File: src/rtl/output_stage_pkg.sv
`default_nettype none
// ============================================================================
//  Module   : output_stage_pkg
//  Purpose  : Shared constants, entry field offsets and state encoding for
//             the serial word-link frame transmitter (and its receive path).
//  Revision : 1.0  initial release
// ============================================================================
package output_stage_pkg;

    // Packed FIFO entry: {data[127:0] left-aligned, ch_sel[7:0], word_cnt[3:0]}
    localparam int unsigned c_ENTRY_W   = 140;
    localparam int unsigned c_DATA_MSB  = 139;
    localparam int unsigned c_DATA_W    = 128;
    localparam int unsigned c_CH_LSB    = 4;
    localparam int unsigned c_CH_W      = 8;
    localparam int unsigned c_CNT_LSB   = 0;
    localparam int unsigned c_CNT_W     = 4;

    // Largest payload that fits in the 128-bit data field
    localparam logic [3:0]  c_MAX_WORDS = 4'd8;

    // Framing words
    localparam logic [15:0] c_HDR_WORD  = 16'hE0E0;
    localparam logic [15:0] c_TRL_WORD  = 16'h0E0E;
    localparam logic [15:0] c_IDLE_WORD = 16'h0000;

    // CRC-16, MSB-first, no reflection
    localparam logic [15:0] c_CRC16_POLY = 16'h1021;

    // Each state is named after the word currently on data_out
    typedef enum logic [3:0] {
        ST_IDLE  = 4'd0,
        ST_FETCH = 4'd1,
        ST_HDR0  = 4'd2,
        ST_HDR1  = 4'd3,
        ST_CHAN  = 4'd4,
        ST_DATA  = 4'd5,
        ST_CRC   = 4'd6,
        ST_TRL0  = 4'd7,
        ST_TRL1  = 4'd8,
        ST_GAP   = 4'd9
    } state_t;

endpackage
`default_nettype wire

File: src/rtl/output_stage_if.sv
`default_nettype none
// ============================================================================
//  Module   : output_stage_if
//  Purpose  : Read port of the output FIFO. The transmitter is the master
//             (issues read strobes); the FIFO is the slave.
//  Revision : 1.0  initial release
// ============================================================================
interface output_stage_if;
    import output_stage_pkg::*;

    logic                 fifo_empty;
    logic                 fifo_r_enable;
    logic [c_ENTRY_W-1:0] data_from_fifo;

    modport master (
        input  fifo_empty,
        input  data_from_fifo,
        output fifo_r_enable
    );

    modport slave (
        output fifo_empty,
        output data_from_fifo,
        input  fifo_r_enable
    );

endinterface
`default_nettype wire

File: src/rtl/output_stage_crc16_step.sv
`default_nettype none
// ============================================================================
//  Module   : crc16_step
//  Purpose  : One 16-bit word of CRC-16 (poly 0x1021), MSB-first, purely
//             combinational. Shared with the receive path.
//  Revision : 1.0  initial release
// ============================================================================
module crc16_step
    import output_stage_pkg::*;
(
    input  wire logic [15:0] crc_in,
    input  wire logic [15:0] word,
    output logic      [15:0] crc_out
);

    logic [15:0] w_crc;

    // Bit-serial division unrolled over the 16 word bits, MSB first
    always_comb begin
        w_crc = crc_in;
        for (int i = 15; i >= 0; i--) begin
            if (w_crc[15] ^ word[i]) begin
                w_crc = {w_crc[14:0], 1'b0} ^ c_CRC16_POLY;
            end else begin
                w_crc = {w_crc[14:0], 1'b0};
            end
        end
        crc_out = w_crc;
    end

endmodule
`default_nettype wire

File: src/rtl/output_stage.sv
`default_nettype none
// ============================================================================
//  Module   : output_stage
//  Purpose  : Pops one 140-bit entry from the output FIFO and serialises it
//             as {HDR,HDR,channel,data[0..N-1],CRC,TRL,TRL}, one word per
//             clock, with an idle gap between frames.
//  Revision : 1.0  initial release
// ============================================================================
module output_stage
    import output_stage_pkg::*;
#(
    parameter int unsigned GAP_WORDS = 2
)
(
    input  wire logic        clk_in,
    input  wire logic        rst,
    output_stage_if.master   fifo,
    output logic      [15:0] data_out,
    output logic             tx_busy,
    output logic             len_err
);

    localparam int unsigned         c_GAP_CW   = (GAP_WORDS > 1) ? $clog2(GAP_WORDS) : 1;
    localparam logic [c_GAP_CW-1:0] c_GAP_LOAD = c_GAP_CW'(GAP_WORDS - 1);

    state_t                r_state,    w_state;
    logic [c_DATA_W-1:0]   r_shift,    w_shift;
    logic [c_CH_W-1:0]     r_ch,       w_ch;
    logic [c_CNT_W-1:0]    r_left,     w_left;
    logic [15:0]           r_crc,      w_crc;
    logic [c_GAP_CW-1:0]   r_gap,      w_gap;
    logic [15:0]           r_data_out, w_data_out;
    logic                  r_len_err,  w_len_err;
    logic                  w_rd;
    logic                  w_busy;
    logic [15:0]           w_crc_next;
    logic [15:0]           w_top_word;
    logic [c_CNT_W-1:0]    w_fetch_cnt;
    logic                  w_fetch_bad;

    assign w_top_word  = r_shift[c_DATA_W-1 -: 16];
    assign w_fetch_cnt = fifo.data_from_fifo[c_CNT_LSB +: c_CNT_W];
    assign w_fetch_bad = (w_fetch_cnt == '0) || (w_fetch_cnt > c_MAX_WORDS);

    crc16_step u_crc16_step (
        .crc_in  (r_crc),
        .word    (w_top_word),
        .crc_out (w_crc_next)
    );

    // Next-state and next-output decode; data_out is loaded with the word
    // belonging to the state being entered so it stays fully registered.
    always_comb begin
        w_state    = r_state;
        w_shift    = r_shift;
        w_ch       = r_ch;
        w_left     = r_left;
        w_crc      = r_crc;
        w_gap      = r_gap;
        w_data_out = c_IDLE_WORD;
        w_len_err  = 1'b0;
        w_rd       = 1'b0;
        w_busy     = 1'b0;

        case (r_state)
            ST_IDLE: begin
                // Gated by rst so no strobe escapes while reset is held
                if (!fifo.fifo_empty && (r_gap == '0) && !rst) begin
                    w_rd    = 1'b1;
                    w_busy  = 1'b1;
                    w_state = ST_FETCH;
                end
            end
            ST_FETCH: begin
                w_busy  = 1'b1;
                w_shift = fifo.data_from_fifo[c_DATA_MSB -: c_DATA_W];
                w_ch    = fifo.data_from_fifo[c_CH_LSB +: c_CH_W];
                w_left  = w_fetch_cnt - 4'd1;
                w_crc   = '0;
                if (w_fetch_bad) begin
                    w_len_err = 1'b1;
                    w_gap     = c_GAP_LOAD;
                    w_state   = ST_GAP;
                end else begin
                    w_data_out = c_HDR_WORD;
                    w_state    = ST_HDR0;
                end
            end
            ST_HDR0: begin
                w_busy     = 1'b1;
                w_data_out = c_HDR_WORD;
                w_state    = ST_HDR1;
            end
            ST_HDR1: begin
                w_busy     = 1'b1;
                w_data_out = {8'h00, r_ch};
                w_state    = ST_CHAN;
            end
            ST_CHAN: begin
                w_busy     = 1'b1;
                w_data_out = w_top_word;
                w_shift    = r_shift << 16;
                w_crc      = w_crc_next;
                w_state    = ST_DATA;
            end
            ST_DATA: begin
                w_busy = 1'b1;
                if (r_left == '0) begin
                    w_data_out = r_crc;
                    w_state    = ST_CRC;
                end else begin
                    w_data_out = w_top_word;
                    w_shift    = r_shift << 16;
                    w_crc      = w_crc_next;
                    w_left     = r_left - 4'd1;
                end
            end
            ST_CRC: begin
                w_busy     = 1'b1;
                w_data_out = c_TRL_WORD;
                w_state    = ST_TRL0;
            end
            ST_TRL0: begin
                w_busy     = 1'b1;
                w_data_out = c_TRL_WORD;
                w_state    = ST_TRL1;
            end
            ST_TRL1: begin
                w_busy  = 1'b1;
                w_gap   = c_GAP_LOAD;
                w_state = ST_GAP;
            end
            ST_GAP: begin
                if (r_gap == '0) begin
                    w_state = ST_IDLE;
                end else begin
                    w_gap = r_gap - 1'b1;
                end
            end
            default: begin
                w_state = ST_IDLE;
            end
        endcase
    end

    // State and datapath registers; reset aborts any frame in flight
    always_ff @(posedge clk_in) begin
        if (rst) begin
            r_state    <= ST_IDLE;
            r_shift    <= '0;
            r_ch       <= '0;
            r_left     <= '0;
            r_crc      <= '0;
            r_gap      <= '0;
            r_data_out <= c_IDLE_WORD;
            r_len_err  <= 1'b0;
        end else begin
            r_state    <= w_state;
            r_shift    <= w_shift;
            r_ch       <= w_ch;
            r_left     <= w_left;
            r_crc      <= w_crc;
            r_gap      <= w_gap;
            r_data_out <= w_data_out;
            r_len_err  <= w_len_err;
        end
    end

    assign fifo.fifo_r_enable = w_rd;
    assign tx_busy            = w_busy;
    assign data_out           = r_data_out;
    assign len_err            = r_len_err;

endmodule
`default_nettype wire
File: src/flat_wrapper.sv
// flat-port wrapper written by rule: the top's interface ports become plain ports
module output_stage_flat import output_stage_pkg::*;
#(
    parameter int unsigned GAP_WORDS = 2
)
  (clk_in, rst, data_out, tx_busy, len_err, fifo_fifo_empty, fifo_data_from_fifo, fifo_fifo_r_enable);
  output_stage_if fifo_i ();
  input  wire logic clk_in;
  input  wire logic rst;
  output logic      [15:0] data_out;
  output logic tx_busy;
  output logic len_err;
  input wire logic [$bits(fifo_i.fifo_empty)-1:0] fifo_fifo_empty;
  input wire logic [$bits(fifo_i.data_from_fifo)-1:0] fifo_data_from_fifo;
  output wire logic [$bits(fifo_i.fifo_r_enable)-1:0] fifo_fifo_r_enable;
  assign fifo_i.fifo_empty = fifo_fifo_empty;
  assign fifo_i.data_from_fifo = fifo_data_from_fifo;
  assign fifo_fifo_r_enable = fifo_i.fifo_r_enable;
  output_stage #(.GAP_WORDS(GAP_WORDS)) u_core (.clk_in(clk_in), .rst(rst), .fifo(fifo_i), .data_out(data_out), .tx_busy(tx_busy), .len_err(len_err));
endmodule
File: config.mk
export PLATFORM = sky130hd
export DESIGN_NAME = output_stage_flat
export DESIGN_NICKNAME = d
export VERILOG_FILES = /design/src/rtl/output_stage_pkg.sv /design/src/rtl/output_stage_if.sv /design/src/rtl/output_stage_crc16_step.sv /design/src/rtl/output_stage.sv /design/src/flat_wrapper.sv
export SDC_FILE = /design/constraint.sdc
export NUM_CORES = 1
export LEC_CHECK = 0
export BUFFER_PORTS_ARGS = -buffer_cell sky130_fd_sc_hd__buf_4
export CORE_ASPECT_RATIO = 0.8
export CORE_UTILIZATION = 57
export CTS_CLUSTER_DIAMETER = 30
export DETAILED_ROUTE_END_ITERATION = 12
export GPL_ROUTABILITY_DRIVEN = 1
export PLACE_DENSITY = 0.9
export SYNTH_ARGS = -nofsm -noshare
export SYNTH_HDL_FRONTEND = slang
export SYNTH_SLANG_ARGS = --single-unit
File: constraint.sdc
create_clock -name clk_in -period 5.87 [get_ports clk_in]
set_input_delay 0 -clock clk_in [delete_from_list [all_inputs] [get_ports clk_in]]
set_output_delay 0 -clock clk_in [all_outputs]
set_load 0.005 [all_outputs]
==> results of run 1 <==
[cells in the mapped netlist (all sizes together), types with 2 or more instances]
library cell	n	area [um^2]
dfxtp	178	3560
nor2	160	603
mux2i	116	1160
a211oi	113	1390
clkbuf	44	215
nand2	39	154
xnor2	30	297
buf	29	200
a22oi	26	195
a21oi	24	120
nor3	13	75.1
o21ai	7	46.3
xnor3	7	159
xor2	7	68.8
a221oi	6	52.6
a222oi	6	60.1
and3	6	38.8
nand3	5	25.0
a31oi	4	25.0
nor4	4	31.3
a2bb2oi	3	26.3
or4	3	22.5
a211o	2	17.5
nand2b	2	12.5
nand3b	2	15.0
o221ai	2	17.5
o22ai	2	12.5
[cell type report]
cell class / count / share of cell area, %
clock buffers: 23 / 4.23
clock inverters: 5 / 0.477
diodes: 2 / 0.0433
repair buffers: 289 / 21.4
well taps: 184 / 1.99
inverters: 2 / 0.0650
multi-input cells: 599 / 40.9
flip-flops and latches: 178 / 30.9
[kinds of logic after synthesis]
family          Yosys count
flops                   178
mux                     117
fa+ha+maj                 1
simple gates            240
compound gates          197
xor+xnor                 44
buf+inv                  75
[metal layers]
layer  vias up  track usage [%]  wire [um]
li1       3552                -          -
met1      3628             42.0      10600
met2       342             54.6      12300
met3        67             7.17       1900
met4         0             16.1        857
met5         -                0          0
[sequential cells by signal (all words and copies together) (netlist names)]
name,count
u_core.r_shift,128
u_core.r_left,4
u_core.r_gap,1
u_core.r_state,4
u_core.len_err,1
u_core.data_out,16
u_core.r_ch,8
u_core.r_crc,16
[where the power goes]
part / internal [mW] / total [mW] / switching, mW
clock: 0.618 / 1.08 / 0.457
combinational: 0.395 / 0.837 / 0.442
sequential: 1.34 / 1.44 / 0.105
[critical path, stage by stage (launching register included)]
cell	delay, ps
sky130_fd_sc_hd__dfxtp_1	570
sky130_fd_sc_hd__nor3b_2	230
sky130_fd_sc_hd__buf_4	660
sky130_fd_sc_hd__o21ai_4	310
sky130_fd_sc_hd__nand2_8	770
sky130_fd_sc_hd__buf_4	570
sky130_fd_sc_hd__nor2_1	120
sky130_fd_sc_hd__a211oi_2	230
[final timing paths]
check                                               startpoint                              end  slack [ps]  depth (start not counted)
worst max-delay path            u_core.r_state[2]$_SDFFE_PP0P_  u_core.r_shift[73]$_SDFFE_PP0P_        2170                          7
worst max register to register  u_core.r_state[2]$_SDFFE_PP0P_  u_core.r_shift[73]$_SDFFE_PP0P_        2170                          7
worst min-delay path                   fifo_data_from_fifo[33]  u_core.r_shift[21]$_SDFFE_PP0P_         -30                          3
worst min register to register     u_core.r_ch[5]$_SDFFE_PP0P_      u_core.r_ch[5]$_SDFFE_PP0P_         470                          2
==> results.py, run 1 <==
metrics = {
    "worst_setup_path": {
        "critical_path_required_ps": 6220,
        "critical_path_class": "flop to flop",
        "critPathCaptureType": "flop",
        "cp_max_fo": 147,
        "critPathArrivalTime_ps": 4050,
        "start_kind": "flop",
    },
    "finish": {
        "final_cell_area_um2": 11500,
        "area_taken_by_multi_input_logic_gates_um2": 4720,
        "drive_above_1_share_pct": 29.0,
        "post-route-util_pct": 79.1,
        "synthToLayoutAreaGrowth_pct": 32.8,
        "layout_commonest_cell": "sky130_fd_sc_hd__dfxtp_1",
        "post_layout_nonfiller_instances": 1282,
        "layout.filler_cells": 839,
        "layout.area.seq_um2": 3560,
        "layout.cells.most_common_list": "178 x sky130_fd_sc_hd__dfxtp_1, 168 x sky130_fd_sc_hd__buf_4, 159 x sky130_fd_sc_hd__nor2_1",
        "design.final.nets": 1231,
    },
    "placement": {
        "dp.cells": 1132,
        "finalWeightedCongestion": 0.913,
        "port-buffer-count": 161,
        "dp.final_hpwl_um": 14900,
        "pre_cts_ws_ps": 2290,
        "placement.cell_area_um2": 9800,
    },
    "floorplanning": {
        "floorplan.initialDensity_pct": 59.6,
        "io-pin-count": 162,
        "core_um2": 14600,
        "placementRows": 39,
        "die-width_um": 140,
        "chipHeight_um": 112,
        "floorplan.die_area_um2": 15800,
    },
    "global_route": {
        "number_of_global_route_vias_before_repair": 7675,
        "antenna_violations_before_repair": 2,
        "grt_start_max_net_pins": 148,
        "global_route_wire_length_before_repair_um": 40200,
        "global_route.usage.total_pct": 33.4,
        "gr-total-overflow": 0,
    },
    "synth": {
        "synth_compound_gate_area_share_pct": 22.8,
        "ys_ff_latch": 178,
        "mappedNetlistArea_um2": 8700,
        "synth_area_per_cell_um2": 10.2,
        "yosys.area_share.xor_xnor_pct": 6.03,
        "synth_edf_count": 0,
        "post_synth_inst_count": 852,
        "synthArstFlopShare_pct": 0,
        "adder_cell_area_share_of_the_yosys_netlist_pct": 0.144,
        "combinational_family_with_the_most_area_after_synthesis": "compound AO/OA/AOI/OAI gates",
        "ys_dominant_reg_cell": "sky130_fd_sc_hd__dfxtp_1",
        "yosys.area_share.simple_pct": 11.8,
        "synth_mux_area_share_pct": 13.5,
        "synth-warning-count": 0,
        "synth.distinct_cells": 53,
        "mappedNetlistNets": 996,
        "synth_sequential_area_ratio_pct": 41.0,
    },
    "cts": {
        "post_cts_resized": 0,
        "cts-buffers-inserted": 17,
        "number_of_h_tree_levels": 4,
        "worst_skew_pair_latency_ps": 440,
        "cts.sinks": 178,
        "clock_tree.root_cell": "sky130_fd_sc_hd__clkbuf_16",
        "clock_tree_from_tritoncts": "yes",
        "worst_setup_hold_path_clk_slew_ps": 70,
        "postCtsSetupRepairBufs": 0,
        "clock_path_buffers": 2,
        "hold_buffers": 120,
    },
    "timing": {
        "finalWorstPathRequiredPeriod_ps": 3700,
        "setup-violations-final": 0,
        "worst_hold_check_slack_ps": -31.0,
        "hold_viol_final": 2,
        "fin_worst_skew_ps": 5.87,
        "final.setup.worst_slack_ps": 2170,
        "max_slew_margin_pct": 20.5,
        "max_slew.worst_pin.slew_ps": 1190,
        "finalCritPeriodShare_pct": 63.0,
        "fmax_ghz": 0.270,
        "setup-tns-final_ps": 0,
        "finalMaxSlewViolations": 0,
        "grt_setup_unrepaired": "no",
    },
    "pwr": {
        "static-leakage-power_nw": 4.14,
        "max-vdd-ir-drop_uv": 253,
        "power_density_nw_per_um2": 291,
        "totalPowerFinal_mw": 3.36,
    },
    "drt": {
        "initial_drt_markers": 737,
        "wl_per_cell_um": 20.0,
        "vias": 7589,
        "route.antenna.remaining_nets": 0,
        "drcViolationCount": 0,
        "vias_per_cell": 5.92,
        "detailedRoute.firstPassIterationCount": 8,
        "routed_wirelength_um": 25600,
    },
    "run_status": {
        "failed_checks": "hold timing",
        "outcome": "complete, but fails checks",
    },
    "run": {
        "max_cap_viol_count": 0,
    },
    "hold_path": {
        "min_path_type": "primary input to flop",
    },
}
Power figures use the tool's default switching activity.
==> run 2: changes to the inputs <==
--- a/config.mk
+++ b/config.mk
@@ -5,13 +5,14 @@
 export SDC_FILE = /design/constraint.sdc
 export NUM_CORES = 1
 export LEC_CHECK = 0
+export ABC_AREA = 1
 export BUFFER_PORTS_ARGS = -buffer_cell sky130_fd_sc_hd__buf_4
 export CORE_ASPECT_RATIO = 0.8
-export CORE_UTILIZATION = 57
+export CORE_UTILIZATION = 50
 export CTS_CLUSTER_DIAMETER = 30
 export DETAILED_ROUTE_END_ITERATION = 12
 export GPL_ROUTABILITY_DRIVEN = 1
-export PLACE_DENSITY = 0.9
+export PLACE_DENSITY = 0.85
 export SYNTH_ARGS = -nofsm -noshare
 export SYNTH_HDL_FRONTEND = slang
 export SYNTH_SLANG_ARGS = --single-unit
==> constraint.sdc (replaced) <==
create_clock -name clk_in -period 3.37 [get_ports clk_in]
set_input_delay 0 -clock clk_in [delete_from_list [all_inputs] [get_ports clk_in]]
set_output_delay 0 -clock clk_in [all_outputs]
set_load 0.005 [all_outputs]
==> results.py, run 2 <==
metrics = {
    "drt": {
        "initial_drt_markers": 944,
        "route.antenna.remaining_nets": 0,
        "routed_wirelength_um": 26300,
        "vias_per_cell": 5.57,
        "drcViolationCount": 0,
        "detailedRoute.firstPassIterationCount": 7,
        "vias": 8846,
        "wl_per_cell_um": 16.6,
    },
    "worst_setup_path": {
        "start_kind": "flop",
        "critical_path_required_ps": 3680,
        "critical_path_class": "flop to flop",
        "cp_max_fo": 81,
        "critPathCaptureType": "flop",
        "critPathArrivalTime_ps": 2880,
    },
    "floorplanning": {
        "placementRows": 41,
        "floorplan.die_area_um2": 16600,
        "io-pin-count": 162,
        "die-width_um": 144,
        "chipHeight_um": 115,
        "floorplan.initialDensity_pct": 51.0,
        "core_um2": 15700,
    },
    "global_route": {
        "global_route.usage.total_pct": 32.1,
        "antenna_violations_before_repair": 2,
        "grt_start_max_net_pins": 115,
        "global_route_wire_length_before_repair_um": 40600,
        "number_of_global_route_vias_before_repair": 8231,
        "gr-total-overflow": 0,
    },
    "synth": {
        "ys_ff_latch": 178,
        "synth_mux_area_share_pct": 0.125,
        "synth_sequential_area_ratio_pct": 44.4,
        "synth_commonest_cells": "356 x sky130_fd_sc_hd__nand2_1, 178 x sky130_fd_sc_hd__dfxtp_1, 116 x sky130_fd_sc_hd__a31oi_1",
        "yosys.area_share.simple_pct": 24.1,
        "yosys.area_share.xor_xnor_pct": 2.83,
        "synth_compound_gate_area_share_pct": 21.4,
        "synthArstFlopShare_pct": 0,
        "yosysMostFrequentCell": "sky130_fd_sc_hd__nand2_1",
        "synth.distinct_cells": 36,
        "fraction_of_post_synthesis_cell_area_in_the_top_cell_type_by_area_pct": 44.4,
        "ys_dominant_reg_cell": "sky130_fd_sc_hd__dfxtp_1",
        "most_area_consuming_cells_after_synthesis": "sky130_fd_sc_hd__dfxtp_1 44%, sky130_fd_sc_hd__nand2_1 17%, sky130_fd_sc_hd__a31oi_1 9.0%",
        "combinational_family_with_the_most_area_after_synthesis": "simple AND/OR/NAND/NOR gates",
        "adder_cell_area_share_of_the_yosys_netlist_pct": 0.156,
        "mappedNetlistArea_um2": 8030,
        "mappedNetlistNets": 1253,
        "synth.largest_area_cell": "sky130_fd_sc_hd__dfxtp_1",
        "synth_edf_count": 0,
        "post_synth_inst_count": 1109,
        "synth-warning-count": 0,
        "synth_area_per_cell_um2": 7.24,
    },
    "timing": {
        "finalMaxSlewViolations": 0,
        "fin_worst_skew_ps": 11.8,
        "hold_viol_final": 0,
        "finalWorstPathRequiredPeriod_ps": 2560,
        "final.setup.worst_slack_ps": 808,
        "finalCritPeriodShare_pct": 76.0,
        "fmax_ghz": 0.390,
        "max_slew.worst_pin.slew_ps": 1090,
        "grt_setup_unrepaired": "no",
        "setup-tns-final_ps": 0,
        "setup-violations-final": 0,
        "worst_hold_check_slack_ps": 42.3,
        "max_slew_margin_pct": 26.6,
    },
    "cts": {
        "post_cts_resized": 0,
        "cts-buffers-inserted": 17,
        "worst_skew_pair_latency_ps": 440,
        "hold_buffers": 137,
        "number_of_h_tree_levels": 4,
        "cts.sinks": 178,
        "clock_path_buffers": 2,
        "worst_setup_hold_path_clk_slew_ps": 70,
        "postCtsSetupRepairBufs": 0,
        "clock_tree_from_tritoncts": "yes",
        "clock_tree.root_cell": "sky130_fd_sc_hd__clkbuf_16",
    },
    "hold_path": {
        "min_path_type": "primary input to flop",
    },
    "finish": {
        "post-route-util_pct": 71.6,
        "design.final.nets": 1502,
        "drive_above_1_share_pct": 15.8,
        "post_layout_nonfiller_instances": 1588,
        "layout_commonest_cell": "sky130_fd_sc_hd__nand2_1",
        "final_cell_area_um2": 11300,
        "largest_register": "u_core.r_shift",
        "layout.filler_cells": 1128,
        "largest_reg_flops": 128,
        "layout.cells.most_common_list": "356 x sky130_fd_sc_hd__nand2_1, 178 x sky130_fd_sc_hd__dfxtp_1, 169 x sky130_fd_sc_hd__buf_4",
        "synthToLayoutAreaGrowth_pct": 40.4,
    },
    "pwr": {
        "static-leakage-power_nw": 4.89,
        "max-vdd-ir-drop_uv": 395,
        "totalPowerFinal_mw": 8.64,
        "power_density_nw_per_um2": 766,
    },
    "run": {
        "max_cap_viol_count": 0,
    },
    "placement": {
        "port-buffer-count": 161,
        "pre_cts_ws_ps": 939,
        "finalWeightedCongestion": 0.895,
        "dp.final_hpwl_um": 15200,
        "placement.cell_area_um2": 9270,
        "dp.cells": 1417,
    },
    "run_status": {
        "outcome": "completed",
    },
}
run 2: cell types whose count changed after synthesis, moves of 54 or more:
| cell | delta |
|---|---|
| sky130_fd_sc_hd__nand2_1 | +318 |
| sky130_fd_sc_hd__mux2i_1 | -115 |
| sky130_fd_sc_hd__nor2_1 | -119 |
| sky130_fd_sc_hd__a31oi_1 | +112 |
| sky130_fd_sc_hd__nand3_1 | +54 |
| sky130_fd_sc_hd__a211oi_2 | -108 |
| sky130_fd_sc_hd__o21ai_1 | +106 |
run 2: final timing paths:
path / startpoint / end / cells past startpoint / slack [ps]
worst max-delay path: u_core.r_state[0]$_SDFFE_PP0P_ / u_core.r_shift[33]$_SDFFE_PP0P_ / 10 / 810
worst min register to register: u_core.r_shift[1]$_SDFFE_PP0P_ / u_core.r_shift[1]$_SDFFE_PP0P_ / 2 / 460
worst min-delay path: rst / u_core.data_out[5]$_SDFF_PP0_ / 2 / 40
worst max register to register: u_core.r_state[0]$_SDFFE_PP0P_ / u_core.r_shift[33]$_SDFFE_PP0P_ / 10 / 810
run 2: final cells by class:
class                   instances  area, um^2  share of cell area, %
flip-flops and latches        178        3560                   31.6
clock inverters                11         176                   1.56
inverters                      50         194                   1.72
diodes                          2        5.00                 0.0444
repair buffers                309        2700                   23.9
clock buffers                  21         460                   4.08
well taps                     215         269                   2.39
multi-input cells             802        3910                   34.7
run 2: critical path: stages, from the launching register on:
cell and delay (ps):
sky130_fd_sc_hd__dfxtp_1 430, sky130_fd_sc_hd__inv_2 80, sky130_fd_sc_hd__nor2_4 110, sky130_fd_sc_hd__nand2_4 100, sky130_fd_sc_hd__nor2_8 270, sky130_fd_sc_hd__nor2_4 90, sky130_fd_sc_hd__nor2_8 420, sky130_fd_sc_hd__inv_6 320
sky130_fd_sc_hd__buf_12 300, sky130_fd_sc_hd__o21ai_1 190, sky130_fd_sc_hd__a31oi_1 70
run 2: cell families after synthesis:
kind of cell | after synthesis
adders and majority gates | 1
AOI/OAI and AO/OA | 303
and+or+nand+nor | 471
DFF | 178
buffers and inverters | 129
muxes | 1
xor gates and xnor gates | 26
run 2: metal layers:
layer	vias up	track usage, %	share of wire, %
met5	-	0	0
met4	0	15.5	3.9
met3	86	7.21	8.2
met2	459	52.9	47
met1	4028	39.8	41
li1	4273	-	-
run 2: report_power, final:
group | leakage, nW | internal [mW] | switching [mW] | total [mW]
combinational | 3.13 | 1.18 | 1.94 | 3.12
sequential | 1.46 | 2.85 | 0.541 | 3.39
clock | 0.302 | 1.29 | 0.850 | 2.14
total | 4.89 | 5.32 | 3.33 | 8.64
